===== config.mk =====
export PLATFORM = sky130hd
export DESIGN_NAME = lv_pwm_fault_ctrl
export DESIGN_NICKNAME = d
export VERILOG_FILES = /design/src/rtl/lv_pwm_fault_ctrl.sv
export SDC_FILE = /design/constraint.sdc
export NUM_CORES = 1
export LEC_CHECK = 0
export CAP_MARGIN = 20
export CORE_UTILIZATION = 57
export DETAILED_ROUTE_END_ITERATION = 8
export PLACE_DENSITY = 0.83
export SLEW_MARGIN = 0
export SYNTH_ARGS = -nofsm -noshare
export SYNTH_HDL_FRONTEND = slang
export SYNTH_SLANG_ARGS = --single-unit

===== constraint.sdc =====
create_clock -name i_clk -period 2.8 [get_ports i_clk]
set_input_delay 0.42 -clock i_clk [delete_from_list [all_inputs] [get_ports i_clk]]
set_output_delay 0.42 -clock i_clk [all_outputs]
set_load 0.02 [all_outputs]

===== src/rtl/lv_pwm_fault_ctrl.sv =====
// LV-side PWM fault controller: blanks mismatch errors around PWM edges,
// sequences IDLE/RUN/FAULT/REARM, gates the PWM output and keeps sticky status.
module lv_pwm_fault_ctrl #(
  parameter int CLK_M     = 48,
  parameter int BLANK_CYC = 1 * CLK_M,
  parameter int REARM_CYC = 10 * CLK_M
) (
  input  logic       i_clk,
  input  logic       i_rst_n,
  input  logic       i_pwm_en,
  input  logic       i_pwm_in,
  input  logic       i_mmerr,
  input  logic       i_dterr,
  input  logic       i_mmerr_mask,
  input  logic       i_dterr_mask,
  input  logic       i_fault_clr,
  output logic       o_pwm_out,
  output logic       o_fault_int,
  output logic       o_mmerr_sts,
  output logic       o_dterr_sts,
  output logic [1:0] o_state
);

  localparam logic [1:0] S_IDLE  = 2'd0;
  localparam logic [1:0] S_RUN   = 2'd1;
  localparam logic [1:0] S_FAULT = 2'd2;
  localparam logic [1:0] S_REARM = 2'd3;

  localparam int BW = $clog2(BLANK_CYC + 1);
  localparam int RW = (REARM_CYC > 1) ? $clog2(REARM_CYC) : 1;

  logic [1:0]    state_q, state_d;
  logic          pwm_in_q;
  logic [BW-1:0] blank_cnt_q, blank_cnt_d;
  logic [RW-1:0] rearm_cnt_q, rearm_cnt_d;
  logic          mm_sts_q, mm_sts_d;
  logic          dt_sts_q, dt_sts_d;

  logic pwm_edge, blank_active, src_mm, src_dt, src_any;
  logic in_run, in_fault, in_rearm, mm_hit, dt_hit, hit, clr_eff;

  always_comb begin
    pwm_edge     = i_pwm_in ^ pwm_in_q;
    blank_active = (blank_cnt_q != '0);
    src_mm       = i_mmerr & ~i_mmerr_mask;
    src_dt       = i_dterr & ~i_dterr_mask;
    src_any      = src_mm | src_dt;
    in_run       = (state_q == S_RUN);
    in_fault     = (state_q == S_FAULT);
    in_rearm     = (state_q == S_REARM);
    mm_hit       = src_mm & ~blank_active & in_run;
    dt_hit       = src_dt & in_run;
    hit          = mm_hit | dt_hit;
    // A clear rejected because an error is still present leaves status untouched.
    clr_eff      = i_fault_clr & ~(in_fault & src_any);
  end

  always_comb begin
    blank_cnt_d = blank_cnt_q;
    if (pwm_edge) begin
      blank_cnt_d = BW'(BLANK_CYC);
    end else if (blank_active) begin
      blank_cnt_d = blank_cnt_q - BW'(1);
    end
  end

  always_comb begin
    state_d     = state_q;
    rearm_cnt_d = rearm_cnt_q;
    case (state_q)
      S_IDLE: begin
        if (i_pwm_en) state_d = S_RUN;
      end
      S_RUN: begin
        if (hit) state_d = S_FAULT;
        else if (!i_pwm_en) state_d = S_IDLE;
      end
      S_FAULT: begin
        if (i_fault_clr && !src_any) begin
          state_d     = S_REARM;
          rearm_cnt_d = RW'(REARM_CYC - 1);
        end
      end
      S_REARM: begin
        // Errors during the hold bypass blanking and send the channel back to FAULT.
        if (src_any) begin
          state_d = S_FAULT;
        end else if (rearm_cnt_q == '0) begin
          state_d = i_pwm_en ? S_RUN : S_IDLE;
        end else begin
          rearm_cnt_d = rearm_cnt_q - RW'(1);
        end
      end
      default: state_d = S_IDLE;
    endcase
  end

  always_comb begin
    mm_sts_d = mm_hit | (in_rearm & src_mm) | (mm_sts_q & ~clr_eff);
    dt_sts_d = dt_hit | (in_rearm & src_dt) | (dt_sts_q & ~clr_eff);
  end

  always_ff @(posedge i_clk or negedge i_rst_n) begin
    if (!i_rst_n) begin
      state_q     <= S_IDLE;
      pwm_in_q    <= 1'b0;
      blank_cnt_q <= '0;
      rearm_cnt_q <= '0;
      mm_sts_q    <= 1'b0;
      dt_sts_q    <= 1'b0;
    end else begin
      state_q     <= state_d;
      pwm_in_q    <= i_pwm_in;
      blank_cnt_q <= blank_cnt_d;
      rearm_cnt_q <= rearm_cnt_d;
      mm_sts_q    <= mm_sts_d;
      dt_sts_q    <= dt_sts_d;
    end
  end

  assign o_pwm_out   = i_pwm_in & in_run & ~hit;
  assign o_fault_int = mm_sts_q | dt_sts_q;
  assign o_mmerr_sts = mm_sts_q;
  assign o_dterr_sts = dt_sts_q;
  assign o_state     = state_q;

endmodule


==> reports/qor.txt <==
status = complete, no violations
crit path time final = 2670 ps
CTS tree = built
vias in the first global route = 810
Avg Cell Area, Syn = 10.3 um2
Total Routed Length = 2.25 mm
class of the most critical setup path = flip-flop to output pin
maximum clock rate = 0.374 GHz
setup_tns = 0 ps
die footprint = 2190 um2
Worst setup SP type = flip-flop
Arr. time, crit path = 2250 ps
share of cells above drive strength 1 = 0.163
Syn-to-layout area delta = 19.5%
cell internal pwr = 0.752 mW
post-route ant nets = 0
Req. time, crit path = 2380 ps
CP Capture Type = output pin
post-DR wirelength/cell = 14.6 um
setup slack, reg-to-reg = 780 ps
EDFF count, synth = 0
#FFs+latches synth = 20
critical path depth = 7
Seq/Total Area, Yosys = 0.437
Clock Pin Slew Worst Setup and Hold Paths = 120 ps
Post-Synthesis Cells = 111
# clock sinks = 20
Root Buffer = clkbuf_4
nets = 141
Remaining DRCs = 0
post-DP HPWL = 1.56 mm
Starting Density = 0.635
sw frac = 0.368
vias per cell = 5.86
ys async rst share = 1.00
Max-cap violations = 0
Worst VDD drop = 0.568 mV
sequential power share = 0.443
vias = 903
Worst path top cell family by delay = buffers and inverters
critical path peak fanout = 4
power share of the combinational group = 0.357
final worst path period share = 0.955
first-pass GRT wire length = 3.47 mm
Post-CTS Setup Inserts = 0
final setup fails = 0
Min-Delay Path Class = flip-flop to flip-flop
RSZ-0062 raised after global routing = false
Relative slew margins = 0.428
pin count of the biggest net entering global routing = 21
initial antenna violation count = 0
Critical path buffers and inverters = 2
grt total ovfl = 0
initial drt markers = 18
reg2reg path depth = 6
Pleak = 0.578 nW
post-CTS resize count = 0
ant diodes = 0
Critical-path top delay cell = clkdlybuf4s50_1
PwrDens = 870 nW/um2
final hold vios = 0
IO Port Bufs = 14
CTS Buf Count = 3
hold_buf cts = 0
Least-Margin Pin Slew = 855 ps
Initial DRT Pass Iterations = 4
Die X = 46.8 um
Clock Latency Late Sink = 300 ps
die height = 46.8 um
Routability Congestion = 0.813
I/O Pins = 15
Core ar. = 1800 um2
row count = 15
GRT Total Usage = 0.231
hold_ws = 529 ps
synthesized area = 1140 um2
switching pwr = 0.438 mW
syn_nets = 122
Final Skew = 1.83 ps
WHS Path Cells = 1
Cell variety after synth = 44
Max clock buf depth = 2
Critical Path Max Stage Delay = 610 ps
Clk network pwr share = 0.199
H-Tree Depth = 1
YS warnings = 0
fin. max-slew vios = 0
crit-path cells = inv_1, ha_1, nand2b_1, nor4_2, a211oi_1, and3_1, clkdlybuf4s50_1
Main synth FF type = dfrtp_1
## sequential cells by signal, summed over array words and instances (netlist names)
register / count
rearm_cnt_q: 9
o_dterr_sts: 1
o_state: 2
pwm_in_q: 1
o_mmerr_sts: 1
blank_cnt_q: 6
## layer usage
layer	up-vias	global-route usage	part of all wire
li1	439	-	-
met1	436	0.280	0.43
met2	26	0.403	0.53
met3	2	0.0346	0.030
met4	0	0.103	0.0076
met5	-	0	0
## worst reg2reg max path: cells and delay by family, from the launching register on
| kind | cells | cell delay, ps |
|---|---|---|
| and+or+nand+nor | 2 | 640 |
| DFF | 1 | 410 |
| muxes | 1 | 320 |
| AOI/OAI and AO/OA | 1 | 270 |
| adders and majority gates | 1 | 200 |
| buffers and inverters | 1 | 90 |
## metrics by stage
| step | worst slack [ps] | area, um2 | utilization | instances | power, mW |
|---|---|---|---|---|---|
| 3_3_place_gp | 299 | 1320 | 0.730 | 150 | 0.925 |
| 3_5_place_dp | 311 | 1320 | 0.730 | 150 | 0.951 |
| 2_1_floorplan | 973 | 1140 | - | 111 | 0.807 |
| 5_1_grt | 33.0 | 1370 | 0.759 | 154 | 1.26 |
| 4_1_cts | 135 | 1370 | 0.759 | 154 | 1.20 |
| 6_report | 127 | 1370 | 0.759 | 154 | 1.19 |
## path summary, 6_finish.rpt
check                                  to      startpoint
max                             o_pwm_out  blank_cnt_q[0]
min                           o_mmerr_sts     o_mmerr_sts
max reg2reg                rearm_cnt_q[1]  rearm_cnt_q[0]
min reg2reg                   o_mmerr_sts     o_mmerr_sts
max in group asynchronous     o_dterr_sts         i_rst_n
min in group asynchronous  rearm_cnt_q[3]         i_rst_n
## power groups by stage
stage / clock (mW) / combinational, mW / sequential (mW)
2_1_floorplan: 0 / 0.304 / 0.503
3_3_place_gp: 0 / 0.405 / 0.520
3_5_place_dp: 0 / 0.421 / 0.530
4_1_cts: 0.244 / 0.428 / 0.525
5_1_grt: 0.254 / 0.464 / 0.544
6_report: 0.237 / 0.425 / 0.528
## kinds of logic after synthesis
kind of cell / Yosys count / share of synthesized area
multiplexers: 6 / 0.0568
buffers and inverters: 7 / 0.0339
XOR/XNOR: 2 / 0.0153
AO/OA/AOI/OAI: 21 / 0.130
AND/OR/NAND/NOR: 53 / 0.305
flip-flops: 20 / 0.437
adder cells (fa/ha/maj): 2 / 0.0219
## synth_stat cells, types with 2 or more instances
| library cell | instances | area [um2] |
|---|---|---|
| or3_1 | 3 | 18.8 |
| nand2_1 | 4 | 15.0 |
| a211oi_1 | 2 | 15.0 |
| nand2b_1 | 2 | 12.5 |
| o21ai_0 | 4 | 20.0 |
| nand3_1 | 6 | 30.0 |
| mux2i_1 | 5 | 50.1 |
| nor2b_1 | 5 | 31.3 |
| a21oi_1 | 4 | 20.0 |
| nor3b_1 | 4 | 30.0 |
| inv_1 | 4 | 15.0 |
| ha_1 | 2 | 25.0 |
| nor2_1 | 12 | 45.0 |
| dfrtp_1 | 20 | 500 |
| and3_1 | 2 | 12.5 |
| nor3_1 | 3 | 15.0 |
| o21a_1 | 2 | 15.0 |
## cell usage in the layout (no fill, tap or decap), drive strengths merged, types with 2 or more instances in the layout
master         synthesis  final
nor3                   4      4
nor2                  12     12
clkbuf                 0      3
nor4                   2      2
mux2i                  5      5
nor2b                  6      6
o21ai                  4      4
nand2b                 2      2
or3                    3      3
inv                    4      4
nand3                  6      6
ha                     2      2
o21a                   2      2
a211oi                 2      2
and3                   2      2
nand2                  4      4
buf                    3      3
clkdlybuf4s50          0     14
nand3b                 2      2
dfrtp                 20     20
a21oi                  5      5
nor3b                  4      4
## area by class of cell
class	count	area, um2
Tap cell	25	31.3
Fill cell	139	434
Sequential cell	20	500
Timing Repair Buffer	17	163
Clock buffer	3	22.5
Inverter	4	15.0
Clock inverter	1	30.0
Multi-Input combinational cell	84	606
No activity file was read; power rests on OpenSTA's default activity.
